**config.mk**
```make
export PLATFORM = sky130hd
export DESIGN_NAME = placed_ctrl
export DESIGN_NICKNAME = d
export VERILOG_FILES = /design/src/rtl/placed_ctrl_pkg.sv /design/src/rtl/placed_ctrl.sv
export SDC_FILE = /design/constraint.sdc
export NUM_CORES = 1
export LEC_CHECK = 0
export ABC_AREA = 1
export CORE_MARGIN = 4
export CORE_UTILIZATION = 49
export CTS_CLUSTER_DIAMETER = 30
export DETAILED_ROUTE_END_ITERATION = 6
export PLACE_DENSITY = 0.89
export SLEW_MARGIN = 20
export SYNTH_ARGS = -nofsm -noshare
export SYNTH_HDL_FRONTEND = slang
export SYNTH_SLANG_ARGS = --single-unit
```
**constraint.sdc**
```tcl
create_clock -name clk -period 2.4 [get_ports clk]
set_input_delay 0.48 -clock clk [delete_from_list [all_inputs] [get_ports clk]]
set_output_delay 0.48 -clock clk [all_outputs]
set_load 0.005 [all_outputs]
```
**src/rtl/placed_ctrl_pkg.sv**
```systemverilog
// Shared definitions for the card-placement board controller.
//   op_e     : command opcodes carried on cmd_op
//   status_e : response codes carried on rsp_status
//   state_e  : controller FSM states
//   EMPTY    : cell content meaning "no card"
package placed_ctrl_pkg;

    localparam int EMPTY = 0;

    typedef enum logic [1:0] {
        OP_QUERY  = 2'b00,
        OP_PLACE  = 2'b01,
        OP_REMOVE = 2'b10,
        OP_CLEAR  = 2'b11
    } op_e;

    typedef enum logic [1:0] {
        ST_OK       = 2'b00,
        ST_OCCUPIED = 2'b01,
        ST_EMPTY    = 2'b10,
        ST_INVALID  = 2'b11
    } status_e;

    typedef enum logic [2:0] {
        S_IDLE,
        S_RD,
        S_CHK,
        S_CLR,
        S_RSP
    } state_e;

endpackage

```
**src/rtl/placed_ctrl.sv**
```systemverilog
// Board controller: accepts QUERY/PLACE/REMOVE/CLEAR commands against an
// external board RAM (registered read, one cycle latency) and tracks how many
// cells hold a card.
//   clk, rst_n                    : clock, async active-low reset
//   cmd_valid/cmd_ready           : command handshake (ready only in IDLE)
//   cmd_op, cmd_addr, cmd_data    : command fields
//   rsp_valid                     : one-cycle response pulse
//   rsp_status, rsp_data          : held response fields
//   occupied_count                : number of non-empty cells
//   ram_address, ram_write_data,
//   ram_write_en, ram_read_data   : board RAM port
module placed_ctrl
    import placed_ctrl_pkg::*;
#(
    parameter  int SIZE  = 8,
    parameter  int DEPTH = 45,
    parameter  int AW    = $clog2(DEPTH),
    localparam int CW    = $clog2(DEPTH + 1)
) (
    input  logic            clk,
    input  logic            rst_n,
    input  logic            cmd_valid,
    output logic            cmd_ready,
    input  logic [1:0]      cmd_op,
    input  logic [AW-1:0]   cmd_addr,
    input  logic [SIZE-1:0] cmd_data,
    output logic            rsp_valid,
    output logic [1:0]      rsp_status,
    output logic [SIZE-1:0] rsp_data,
    output logic [CW-1:0]   occupied_count,
    output logic [AW-1:0]   ram_address,
    output logic [SIZE-1:0] ram_write_data,
    output logic            ram_write_en,
    input  logic [SIZE-1:0] ram_read_data
);

    state_e          state_q, state_d;
    op_e             op_q;
    logic [AW-1:0]   addr_q;
    logic [SIZE-1:0] data_q;
    logic [AW-1:0]   clr_cnt;
    logic [CW-1:0]   count_q;
    logic [1:0]      status_q;
    logic [SIZE-1:0] rdata_q;

    logic accept, cmd_bad, old_empty, clr_last;

    assign accept    = cmd_valid && (state_q == S_IDLE);
    // Out-of-range cell or placing the empty code is rejected without touching RAM.
    assign cmd_bad   = ({1'b0, cmd_addr} >= (AW + 1)'(DEPTH)) ||
                       ((op_e'(cmd_op) == OP_PLACE) && (cmd_data == SIZE'(EMPTY)));
    assign old_empty = (ram_read_data == SIZE'(EMPTY));
    assign clr_last  = (clr_cnt == AW'(DEPTH - 1));

    assign rsp_status     = status_q;
    assign rsp_data       = rdata_q;
    assign occupied_count = count_q;

    always_ff @(posedge clk or negedge rst_n) begin
        if (!rst_n) state_q <= S_IDLE;
        else        state_q <= state_d;
    end

    always_comb begin
        state_d        = state_q;
        cmd_ready      = 1'b0;
        rsp_valid      = 1'b0;
        ram_address    = '0;
        ram_write_data = '0;
        ram_write_en   = 1'b0;
        case (state_q)
            S_IDLE: begin
                cmd_ready = 1'b1;
                if (cmd_valid) begin
                    if (op_e'(cmd_op) == OP_CLEAR) state_d = S_CLR;
                    else if (cmd_bad)              state_d = S_RSP;
                    else                           state_d = S_RD;
                end
            end
            S_RD: begin
                ram_address = addr_q;
                state_d     = S_CHK;
            end
            S_CHK: begin
                ram_address = addr_q;
                state_d     = S_RSP;
                if (op_q == OP_PLACE && old_empty) begin
                    ram_write_en   = 1'b1;
                    ram_write_data = data_q;
                end
                if (op_q == OP_REMOVE && !old_empty) begin
                    ram_write_en   = 1'b1;
                    ram_write_data = SIZE'(EMPTY);
                end
            end
            S_CLR: begin
                ram_address  = clr_cnt;
                ram_write_en = 1'b1;
                if (clr_last) state_d = S_RSP;
            end
            S_RSP: begin
                rsp_valid = 1'b1;
                state_d   = S_IDLE;
            end
            default: state_d = S_IDLE;
        endcase
    end

    always_ff @(posedge clk or negedge rst_n) begin
        if (!rst_n) begin
            op_q     <= OP_QUERY;
            addr_q   <= '0;
            data_q   <= '0;
            clr_cnt  <= '0;
            count_q  <= '0;
            status_q <= ST_OK;
            rdata_q  <= '0;
        end else begin
            case (state_q)
                S_IDLE: if (accept) begin
                    op_q    <= op_e'(cmd_op);
                    addr_q  <= cmd_addr;
                    data_q  <= cmd_data;
                    clr_cnt <= '0;
                    if (op_e'(cmd_op) != OP_CLEAR && cmd_bad) begin
                        status_q <= ST_INVALID;
                        rdata_q  <= '0;
                    end
                end
                S_CHK: begin
                    rdata_q <= ram_read_data;
                    case (op_q)
                        OP_PLACE: begin
                            status_q <= old_empty ? ST_OK : ST_OCCUPIED;
                            if (old_empty && count_q < CW'(DEPTH)) count_q <= count_q + 1'b1;
                        end
                        OP_REMOVE: begin
                            status_q <= old_empty ? ST_EMPTY : ST_OK;
                            if (!old_empty && count_q != '0) count_q <= count_q - 1'b1;
                        end
                        default: status_q <= old_empty ? ST_EMPTY : ST_OK;
                    endcase
                end
                S_CLR: begin
                    clr_cnt <= clr_cnt + 1'b1;
                    // Count and response settle on the last write so RSP already shows 0.
                    if (clr_last) begin
                        count_q  <= '0;
                        status_q <= ST_OK;
                        rdata_q  <= '0;
                    end
                end
                default: ;
            endcase
        end
    end

endmodule

```
# Word level (Yosys, flattened, before mapping)
# Index checks and enable logic that the tools add are counted.
# word_totals
in_bits	27
word_cells	84
out_inout_bits	33
ff_bits	41
# op_classes
magnitude_cmp	2
add_sub_neg	3
n_eq_ne	17
reduce_logical	22
mux	32
# op_table
operator	n
$mux 8	6
$pmux 6 s2	4
$mux 6	4
$pmux 8 s3	1
$logic_not 8->1	2
$add 6x1->6 const B	2
$mux 3	4
$pmux 3 s4	1
$mux 2	5
$ne 3x3->1 const B	3
$ne 2x2->1 const B	4
$logic_and 1x1->1	7
$eq 3x2->1 const B	2
$eq 6x6->1 const B	1
$ge 6x6->1 const B	1
$lt 6x6->1 const B	1
$pmux 2 s3	1
$reduce_and 2->1	3
$reduce_bool 6->1	1
$sub 6x1->6 const B	1
$mux 1	5
$reduce_and 5->1	1
$eq 2x1->1 const B	2
$eq 2x2->1 const B	2
other kinds (11)	12

# Depth between registers and ports, before layout
# Gate-level depths: netlist of run 1.
# depth
ltp_word	7
mapped_depth	12
mapped_depth_nobuf	12

# Least setup slack after synthesis of run 1
# OpenSTA, ideal clock, no wires.
# synth_timing
kind	register -> register
from	register op_q[0]
to	register count_q[2] (netlist: occupied_count[2])
path_stages_with_launch	11
setup_time_ns	0.121
t_required_ns	2.279
t_arrival_ns	1.602
period_less_slack_ns	1.723
path_buffers	0
path_slack_ns	0.677
cell_sequence	dfrtp_1 > inv_1 > ha_1 > nand2_1 > inv_1 > nor2_1 > ha_1 > a21o_1 > or2_2 > nand3_1 > o21ai_1
# synth_between
elab_chain_len	3
word_cells_on_any_way	8
cone_classes	5 x eq/ne; 2 x mux; 1 x reduce/logical
# synth_rtl
element	line_no	rtl
start: declaration	placed_ctrl.sv:38	op_e op_q;
start signal: assignment	placed_ctrl.sv:121	op_q <= op_e'(cmd_op);
$eq 2x2->1 / $eq 2x1->1 (equally long branches)	placed_ctrl.sv:132	case (op_q)
$pmux 6 s2 / $ne 3x3->1 (equally long branches)	n/a	
$pmux 6 s2 / $reduce_and 5->1 (equally long branches)	n/a	
end signal: assignment	placed_ctrl.sv:135	if (old_empty && count_q < CW'(DEPTH)) count_q <= count_q + 1'b1;
end signal: assignment	placed_ctrl.sv:139	if (!old_empty && count_q != '0) count_q <= count_q - 1'b1;
end: declaration	placed_ctrl.sv:42	logic [CW-1:0] count_q;
# Parallel ways exist; a longest one is shown, timed or not.
# A chain may end at the register's enable or synchronous reset.

# Worst setup path after layout of run 1
# layout_timing
from	register state_q[2]
to	output ram_write_en
# layout_between
elab_chain_len	2
word_cells_on_any_way	3
cone_classes	2 x eq/ne; 1 x mux
# layout_rtl
element	line_no	rtl
start: declaration	placed_ctrl.sv:37	state_e state_q, state_d;
start signal: assignment	placed_ctrl.sv:61	else state_q <= state_d;
$eq 3x2->1	placed_ctrl.sv:71	case (state_q)
$pmux 1 s2 (*)	placed_ctrl.sv:71	
end: declaration	placed_ctrl.sv:33	output logic ram_write_en,
# Every way passes the cells marked *; elsewhere a longest branch is shown, timed or not.

==> impl_results.md, run 1 <==
* Min-delay worst type: in -> async
* Global Route Usage Sum at 19.7%
* Critical path peak fanout at 7
* Post-route ant nets at 0
* Global-route wire length before repair at 9.72 mm
* Power per cell area at 544 mW/mm2
* Placed wire-length estimate at 4.06 mm
* Starting Density at 50.9%
* Root Driver: clkbuf_8
* Initial DRC count at 111
* Hold_buf cts at 0
* Inst Count DP at 420
* Normalized max-slew margin at 41.4%
* Fillers at 359
* Final-report max-slew violation count at 0
* Final Hold Viols at 0
* M1 GR Usage at 22.9%
* Antenna cells at 0
* # H-tree levels at 2
* Worst-Margin Slew at 0.879 ns
* Layout cells sized above 1 at 18.6%
* CTS tree: done
* Netlist cell types at 36
* Clock Skew at 0.00380 ns
* Req. time, crit path at 1.92 ns
* Routability Congestion at 0.797
* Avg Synthesized Cell Area at 8.20 um2
* Leakage at 1.74 nW
* Type of origin of the critical path: flop
* Sum of negative setup slack at 0 ns
* DRC viols at 0
* Die X at 78.0 um
* Finished Layout Cells at 438
* P&R area growth vs syn at 37.9%
* Core box area at 0.00472 mm2
* Synthesized netlist cell count at 293
* Worst-skew pair later-pin latency at 0.29 ns
* Post-layout min period at 2.34 ns
* Vias post-DR at 2225
* Met2 Use GR at 35.3%
* Status: finished, final reports clean
* Fmax at 427 MHz
* Area of the die at 0.00609 mm2
* Period utilisation layout at 97.7%
* # setup viols final at 0
* Post-Route WL at 5.66 mm
* Clock sinks at 41
* Drt wl/cell at 12.9 um
* Synthesized Nets at 328
* DRT Pass-1 Iters at 4
* Clk pin slew, worst setup/hold paths at 0.08 ns
* Synthesized cell area at 0.00240 mm2
* Global route hottest layer: met2
* WP data arrival at 1.86 ns
* Antenna violations before repair at 0
* Number of synthesized register bits at 41
* WS Path Type: reg -> out
* Peak supply drop at 0.318 mV
* Clk buf depth at 2
* Largest net degree at the start of global routing at 42
* Die height at 78.0 um
* Commonest non-fill, non-tap cell in the layout: nand2_1
* Ports at 60
* Cts bufs inserted at 5
* Register area share after synthesis at 42.7%
* Total gr overflow at 0
* Avg Vias per Cell at 5.08
* Yosys warning count at 0
* Number of global-route vias before repair at 2241
* Commonest cells after routing, fill and taps aside: nand2_1 (90), clkdlybuf4s50_1 (40), dfrtp_1 (39), inv_1 (28), nor2_1 (27)
* Crit. End Element: output port
* Port buffer count at 59
* Final core occ at 70.1%
* Final nets at 406
* Max-cap violations at 0
* # rows at 25
* Grt met3 use at 5.28%
==> power breakdown <==
group	switching, W	leakage, nW	internal [W]
logic	0.000258	1.15	0.000226
clock network	0.000234	0.0540	0.000302
registers	0.0000369	0.532	0.000742
total	0.000529	1.74	0.00127
==> routing by layer <==
| layer | share of wire [%] | vias to the layer above | routed length (um) |
|---|---|---|---|
| met5 | 0 | - | 0 |
| met3 | 5.9 | 10 | 333 |
| met4 | 1.4 | 0 | 82 |
| met1 | 40 | 1055 | 2260 |
| met2 | 53 | 62 | 2980 |
| li1 | - | 1098 | - |
==> cell usage after synthesis <==
cell / count / area [um2]
nand2_2: 5 / 31.3
clkinv_1: 1 / 3.75
mux2_2: 10 / 113
nand3b_1: 1 / 7.51
nor2_8: 3 / 60.1
inv_2: 2 / 7.51
a31oi_1: 1 / 6.26
nand2_1: 91 / 342
xnor2_1: 1 / 8.76
o21bai_1: 1 / 7.51
a21oi_1: 3 / 15.0
dfrtp_1: 41 / 1030
inv_6: 1 / 8.76
o21ai_2: 3 / 26.3
nand4_1: 3 / 18.8
a21o_1: 1 / 7.51
nor3_2: 2 / 20.0
o22ai_1: 2 / 12.5
nand3_2: 1 / 10.0
or2_2: 1 / 6.26
nand2_4: 1 / 11.3
nand3_1: 15 / 75.1
a211oi_1: 1 / 7.51
o31ai_1: 1 / 7.51
buf_4: 1 / 7.51
mux2_4: 3 / 45.0
xor2_1: 2 / 17.5
nor2_1: 29 / 109
nor3_1: 2 / 10.0
o32ai_2: 1 / 16.3
inv_1: 29 / 109
o21ai_0: 17 / 85.1
buf_6: 3 / 33.8
buf_2: 1 / 5.00
o21ai_1: 5 / 25.0
ha_1: 8 / 100
==> repair_timing <==
action / in CTS / in global routing
gates resized for setup: 17 / 30
pin swaps: 4 / 8
endpoints found under the setup margin: 15 / 14
gates cloned: 0 / 0
setup buffers: 6 / 5
==> logic make-up after synthesis <==
family,after synthesis,synth area share [%]
compound gates,36,9.01
fa+ha+maj,8,4.17
xor+xnor,3,1.09
flops,41,42.7
buf+inv,38,7.29
simple gates,154,29.2
mux,13,6.56
==> layout make-up <==
class | instances | area, um2 | share of cell area [%]
Clock inverter | 2 | 35.0 | 1.06
Clock buffer | 5 | 68.8 | 2.08
Multi-Input combinational cell | 214 | 1230 | 37.1
Inverter | 33 | 135 | 4.08
Tap cell | 67 | 83.8 | 2.53
Timing Repair Buffer | 76 | 732 | 22.1
Sequential cell | 41 | 1030 | 31.1
==> worst max-delay path: stages, from the launching register on <==
cell and delay, ns:
dfrtp_2 0.44, inv_4 0.08, nand2_4 0.09, nor2_8 0.14
clkinvlp_4 0.18, buf_4 0.18, buf_4 0.13, o21ai_1 0.09
clkdlybuf4s15_1 0.23
==> flip-flops by register name, indices dropped and copies added, names as in the netlist <==
| name | flops |
|---|---|
| state_q | 3 |
| addr_q | 6 |
| op_q | 2 |
| rsp_status | 2 |
| clr_cnt | 6 |
| data_q | 8 |
| occupied_count | 6 |
| rsp_data | 8 |
==> path summary, 6_finish.rpt <==
kind                                        from           endpoint  slack (ns)  depth (start not counted)
worst max-delay path                  state_q[2]       ram_write_en        0.06                          8
worst max register to register           op_q[0]  occupied_count[2]        0.49                         10
worst min register to register       rsp_data[3]        rsp_data[3]        0.48                          2
min in group clk                ram_read_data[5]        rsp_data[5]        0.44                          3
max in group asynchronous                  rst_n         state_q[1]        1.49                          1
worst min-delay path                       rst_n  occupied_count[3]        0.30                          1
==> metrics by stage <==
stage	hold slack, ns	setup slack, ns	instance area, um2	power, W
floorplan	0.184	0.677	2400	0.00108
global placement	0.453	-0.308	3070	0.00123
detailed placement	0.462	-0.319	3070	0.00125
CTS	0.333	-0.0722	3230	0.00180
global route	0.392	-0.00864	3310	0.00191
finish	0.298	0.0562	3310	0.00180
(Power assumes the default switching activity.)
==> run 2, diff against run 1 <==
--- a/config.mk
+++ b/config.mk
@@ -6,7 +6,7 @@
 export NUM_CORES = 1
 export LEC_CHECK = 0
 export ABC_AREA = 1
-export CORE_MARGIN = 4
+export CORE_MARGIN = 3
 export CORE_UTILIZATION = 49
 export CTS_CLUSTER_DIAMETER = 30
 export DETAILED_ROUTE_END_ITERATION = 6
==> impl_results.md, run 2 (same netlist as run 1, synthesis figures left out) <==
* Antenna cells at 0 (unchanged)
* Worst R2R End: occupied_count[2]
* Clk pin slew, worst setup/hold paths at 0.08 ns (about the same)
* Final-report max-slew violation count at 0 (unchanged)
* DRC viols at 0 (unchanged)
* RSZ-0062 raised after global routing: true
* Req. time, crit path at 1.92 ns (about the same)
* Worst Reg-to-Reg Cells at 10 (unchanged)
* Number of global-route vias before repair at 2242 (+0.045%)
* Routability Congestion at 0.853 (+7.1%)
* Die height at 76.0 um (-2.6%)
* Root Driver: clkbuf_8
* Layout cells sized above 1 at 19.8% (+1.2 points)
* Design area at 0.00323 mm2 (-2.5%)
* Cts bufs inserted at 5 (unchanged)
* Avg Vias per Cell at 5.07 (-0.17%)
* Clk buf depth at 2 (unchanged)
* DRT Pass-1 Iters at 4 (unchanged)
* Finished Layout Cells at 434 (-0.91%)
* Port buffer count at 59 (unchanged)
* Post-route ant nets at 0 (unchanged)
* DP Area at 0.00307 mm2 (about the same)
* WP data arrival at 1.91 ns (+0.05 ns)
* Starting Density at 53.0% (+2.1 points)
* Fillers at 349 (-2.8%)
* Period utilisation layout at 99.5% (+1.8 points)
* Post-Route WL at 5.59 mm (-1.3%)
* Hold_buf cts at 0 (unchanged)
* Post-layout min period at 2.39 ns (+0.0442 ns)
* Min-delay worst type: in -> async
* Final Hold Viols at 0 (unchanged)
* Commonest non-fill, non-tap cell in the layout: nand2_1
* Final nets at 403 (-0.74%)
* Multi-input gate area at 0.00123 mm2 (+0.10%)
* Fmax at 419 MHz (-1.8%)
* Largest net degree at the start of global routing at 42 (unchanged)
* Clock sinks at 41 (unchanged)
* Normalized max-slew margin at 40.5% (-0.87 points)
* Inst Count DP at 418 (-0.48%)
* R2R setup slack at 0.50 ns (about the same)
* Leakage at 1.66 nW (-4.4%)
* Core box area at 0.00453 mm2 (-4.0%)
* Total gr overflow at 0 (unchanged)
* Clock Skew at 0.00364 ns (-0.000153 ns)
* # setup viols final at 0 (unchanged)
* Max Used Layer: met4
* Sequential cell area at 0.00103 mm2 (unchanged)
* Placed wire-length estimate at 4.06 mm (-0.18%)
* # H-tree levels at 2 (unchanged)
* Max-cap violations at 0 (unchanged)
* Worst-Margin Slew at 0.892 ns (+0.0131 ns)
* Power per cell area at 530 mW/mm2 (-2.5%)
* Worst-skew pair later-pin latency at 0.30 ns (about the same)
* Type of origin of the critical path: flop
* Status: finished, final reports clean
* WS Path Type: reg -> out
* Critical path peak fanout at 7 (unchanged)
* Met1 WL at 2.31 mm (+1.9%)
* Commonest cells after routing, fill and taps aside: nand2_1 (90), clkdlybuf4s50_1 (44), dfrtp_1 (39), inv_1 (28), nor2_1 (27)
* Area of the die at 0.00578 mm2 (-5.1%)
* P&R area growth vs syn at 34.4%
* Vias post-DR at 2201 (-1.1%)
* Antenna violations before repair at 0 (unchanged)
* Ports at 60 (unchanged)
* Crit. End Element: output port
* Die X at 76.0 um (-2.6%)
* Critical R2R Launch: op_q[0]
* # rows at 24 (-4.0%)
* Met3 wire length at 404 um (+21%)
* Peak supply drop at 0.459 mV (+45%)
* Global-route wire length before repair at 9.56 mm (-1.6%)
* Global Route Usage Sum at 20.1% (+0.33 points)
* CTS tree: done
* Initial DRC count at 96 (-14%)
* Drt wl/cell at 12.9 um (-0.42%)
* Metal2 WL at 2.80 mm (-6.2%)
## run 2: changes by cell type in the layout (fill, tap and decap cells not counted), moves of 2 or more
cell             delta
clkbuf_2            +6
clkdlybuf4s15_1     -5
clkdlybuf4s50_1     +4
dlymetal6s2s_1      -4
buf_4               -3
inv_2               +2
## run 2: what timing repair did
| item | CTS | global route |
|---|---|---|
| cloned | 0 | 0 |
| resized for setup | 23 | 26 |
| buffers inserted | 4 | 4 |
| pin swaps | 2 | 3 |
| setup endpoints to repair | 15 | 14 |
## run 2: worst max-delay path, cell delays in order, from the launching register on
cell	delay, ns
dfrtp_2	0.42
inv_2	0.09
nand2_4	0.09
nor2_8	0.14
clkinvlp_4	0.17
o21ai_1	0.18
clkdlybuf4s50_1	0.52
## run 2: through the flow
step / setup TNS [ns] / setup slack [ns] / util (%) / power (W) / hold WS, ns
4_1_cts: -0.00449 / -0.00449 / 70.5 / 0.00171 / 0.333
6_report: 0 / 0.0120 / 71.2 / 0.00171 / 0.291
2_1_floorplan: 0 / 0.677 / - / 0.00108 / 0.184
5_1_grt: -0.127 / -0.0634 / 71.2 / 0.00181 / 0.381
3_3_place_gp: -2.66 / -0.305 / 67.7 / 0.00123 / 0.454
3_5_place_dp: -2.79 / -0.338 / 67.7 / 0.00125 / 0.463
## run 2: worst max-delay path by stage
stage                     depth (start not counted)           endpoint  slack [ns]              from
after global routing                              6     ram_address[5]       -0.06        state_q[2]
final                                             6     ram_address[5]        0.01        state_q[2]
after global placement                            7       ram_write_en       -0.31  ram_read_data[2]
after CTS                                         6     ram_address[2]      -0.004        state_q[2]
after detailed placement                          8  ram_write_data[1]       -0.34  ram_read_data[2]
after floorplan                                  10  occupied_count[2]        0.68           op_q[0]
## run 2: layout make-up
class                   count  share of cell area (%)
well taps                  65                    2.52
multi-input cells         214                    38.1
inverters                  33                    4.11
clock inverters             3                   0.542
flip-flops and latches     41                    31.8
clock buffers               5                    2.13
repair buffers             73                    20.8
## run 2: power breakdown
group	internal [W]	switching (W)
logic	0.000224	0.000258
registers	0.000742	0.0000349
clock network	0.000201	0.000253
total	0.00117	0.000545
## run 2: layer usage
layer	global-route usage (%)	vias to the layer above
li1	-	1091
met1	23.3	1027
met2	35.3	75
met3	5.91	8
met4	6.88	0
met5	0	-
==> run 3, diff against run 2 <==
--- a/config.mk
+++ b/config.mk
@@ -6,7 +6,7 @@
 export NUM_CORES = 1
 export LEC_CHECK = 0
 export ABC_AREA = 1
-export CORE_MARGIN = 3
+export CORE_MARGIN = 2
 export CORE_UTILIZATION = 49
 export CTS_CLUSTER_DIAMETER = 30
 export DETAILED_ROUTE_END_ITERATION = 6
==> impl_results.md, run 3 (same netlist as run 1, synthesis figures left out) <==
* Status: finished, final reports clean
* Worst-Margin Slew at 0.885 ns (-0.00757 ns)
* Die X at 74.0 um (-2.6%)
* Port buffer count at 59 (unchanged)
* Global route hottest layer: met2
* Critical path peak fanout at 9 (+2)
* Commonest non-fill, non-tap cell in the layout: nand2_1
* Pint at 0.00116 W (-0.64%)
* Clk pin slew, worst setup/hold paths at 0.08 ns (about the same)
* CTS tree: done
* Multi-input gate area at 0.00122 mm2 (-1.0%)
* Design area at 0.00322 mm2 (-0.39%)
* Routability Congestion at 0.816 (-4.4%)
* Inst Count DP at 420 (+0.48%)
* Core box area at 0.00472 mm2 (+4.2%)
* Cts bufs inserted at 5 (unchanged)
* Vias post-DR at 2155 (-2.1%)
* Post-Route WL at 5.46 mm (-2.4%)
* Number of global-route vias before repair at 2026 (-9.6%)
* M1 GR Usage at 26.2% (+2.9 points)
* Power per cell area at 522 mW/mm2 (-1.5%)
* Largest net degree at the start of global routing at 42 (unchanged)
* Setup slack at placement at -0.383 ns (-0.0452 ns)
* Area of the die at 0.00548 mm2 (-5.2%)
* Type of origin of the critical path: input port
* Crit path buf inv count at 4 (+1)
* Period utilisation layout at 96.1% (-3.4 points)
* Crit. End Element: output port
* Global Route Usage Sum at 21.7% (+1.6 points)
* Part of the power in the clock network at 25.9% (-0.6 points)
* Normalized max-slew margin at 41.0% (+0.50 points)
* Leakage at 1.69 nW (+1.8%)
* DP Area at 0.00307 mm2 (about the same)
* Max-cap violations at 0 (unchanged)
* # setup viols final at 0 (unchanged)
* Total gr overflow at 0 (unchanged)
* P_sw at 0.000521 W (-4.4%)
* P&R area growth vs syn at 33.9%
* Max incr delay on CP at 0.43 ns (-0.09 ns)
* Placed wire-length estimate at 4.04 mm (-0.45%)
* DRC viols at 0 (unchanged)
* Antenna cells at 0 (unchanged)
* Fillers at 394 (+13%)
* Met2 Use GR at 39.3% (+4.0 points)
* Clk buf depth at 2 (unchanged)
* Flop pwr share at 46.5% (+1.1 points)
* Commonest cells after routing, fill and taps aside: nand2_1 (90), clkdlybuf4s50_1 (41), dfrtp_1 (39), inv_1 (28), nor2_1 (27)
* Comb pwr share at 27.6% (-0.5 points)
* # H-tree levels at 2 (unchanged)
* Finished Layout Cells at 433 (-0.23%)
* Ports at 60 (unchanged)
* Clock Skew at 0.00438 ns (+0.000738 ns)
* Delay-heaviest family, CP: buffers and inverters
* DRT Pass-1 Iters at 4 (unchanged)
* Post-route ant nets at 0 (unchanged)
* Starting Density at 50.9% (-2.1 points)
* WP data arrival at 1.83 ns (-0.08 ns)
* RSZ-0062 raised after global routing: false
* Sum of negative setup slack at 0 ns (unchanged)
* Drt wl/cell at 12.6 um (-2.1%)
* Crit-path cells: clkdlybuf4s50_1 > nor2_1 > nand2_1 > nor2_4 > clkinv_2 > buf_6 > nor2_1 > dlygate4sd2_1
* Final nets at 400 (-0.74%)
* Post-layout min period at 2.31 ns (-0.0810 ns)
* Layout cells sized above 1 at 16.4% (-3.4 points)
* Final Hold Viols at 0 (unchanged)
* Final setup margin at 0.0930 ns (+0.0810 ns)
* Die height at 74.0 um (-2.6%)
* Switching part of the total at 31.0% (-0.84 points)
* Most frequent CP cell: nor2_1
* Clock sinks at 41 (unchanged)
* Global-route wire length before repair at 9.05 mm (-5.3%)
* # rows at 25 (+4.2%)
* Grt met3 use at 5.15% (-0.76 points)
* Fmax at 433 MHz (+3.5%)
* Worst-skew pair later-pin latency at 0.29 ns (about the same)
* Req. time, crit path at 1.92 ns (about the same)
* Slowest CP cell: clkdlybuf4s50_1
* WS Path Type: in -> out
* Peak supply drop at 0.350 mV (-24%)
* Antenna violations before repair at 0 (unchanged)
* Initial DRC count at 109 (+14%)
* Avg Vias per Cell at 4.98 (-1.9%)
* Sequential cell area at 0.00103 mm2 (unchanged)
* Final-report max-slew violation count at 0 (unchanged)
* Root Driver: clkbuf_8
* Min-delay worst type: in -> async
-- run 3: cell count changes in the layout (fill, tap and decap cells not counted), sizes merged --
cell	delta
buf	-3
inv	-1
clkinv	+1
dlygate4sd2	+7
dlymetal6s2s	+2
clkbuf	-5
clkinvlp	-1
clkdlybuf4s50	-3
-- run 3: path summary, 6_finish.rpt --
check / startpoint / cells past startpoint / slack (ns) / to
hold / removal: rst_n / 1 / 0.30 / occupied_count[2]
max in group asynchronous: rst_n / 1 / 1.49 / state_q[1]
hold reg to reg: rsp_data[3] / 2 / 0.47 / rsp_data[3]
setup reg to reg: op_q[0] / 10 / 0.45 / occupied_count[2]
setup / recovery: ram_read_data[6] / 8 / 0.09 / ram_write_data[3]
min in group clk: ram_read_data[5] / 3 / 0.47 / rsp_data[5]
-- run 3: through the flow --
step	util, %	hold WS, ns	total power (W)
after floorplan	-	0.184	0.00108
after global placement	65.0	0.453	0.00123
after detailed placement	65.0	0.457	0.00125
after CTS	67.7	0.335	0.00169
after global routing	68.1	0.380	0.00178
final	68.1	0.300	0.00168
-- run 3: per-layer routing --
layer,part of all wire [%],vias up
met5,0,-
li1,-,1082
met4,0.62,0
met1,44,1025
met3,3.6,5
met2,52,43
-- run 3: what timing repair did --
action,in CTS,in global routing
setup buffers,5,0
resized for setup,24,11
hold buffers,0,0
endpoints found under the setup margin,15,7
pin swaps,3,4
-- run 3: cell type report --
type | instances | share of cell area, %
Inverter | 33 | 4.16
Tap cell | 67 | 2.61
Sequential cell | 41 | 32.0
Timing Repair Buffer | 70 | 20.8
Multi-Input combinational cell | 214 | 37.8
Clock buffer | 6 | 2.26
Clock inverter | 2 | 0.311
-- run 3: worst reg2reg max path, stage by stage, from the launching register on --
cell     delay (ns)
dfrtp_1        0.42
inv_1          0.11
ha_1           0.34
nand2_1        0.10
inv_1          0.07
nor2_1         0.06
ha_1           0.18
a21o_1         0.17
or2_2          0.27
nand3_1        0.07
o21ai_1        0.06
-- run 3: power groups by stage --
| stage | Combinational, W | Clock (W) | Sequential [W] |
|---|---|---|---|
| global route | 0.000519 | 0.000476 | 0.000789 |
| finish | 0.000463 | 0.000435 | 0.000782 |
| global placement | 0.000438 | 0 | 0.000790 |
| CTS | 0.000469 | 0.000443 | 0.000780 |
| detailed placement | 0.000454 | 0 | 0.000795 |
| floorplan | 0.000292 | 0 | 0.000789 |
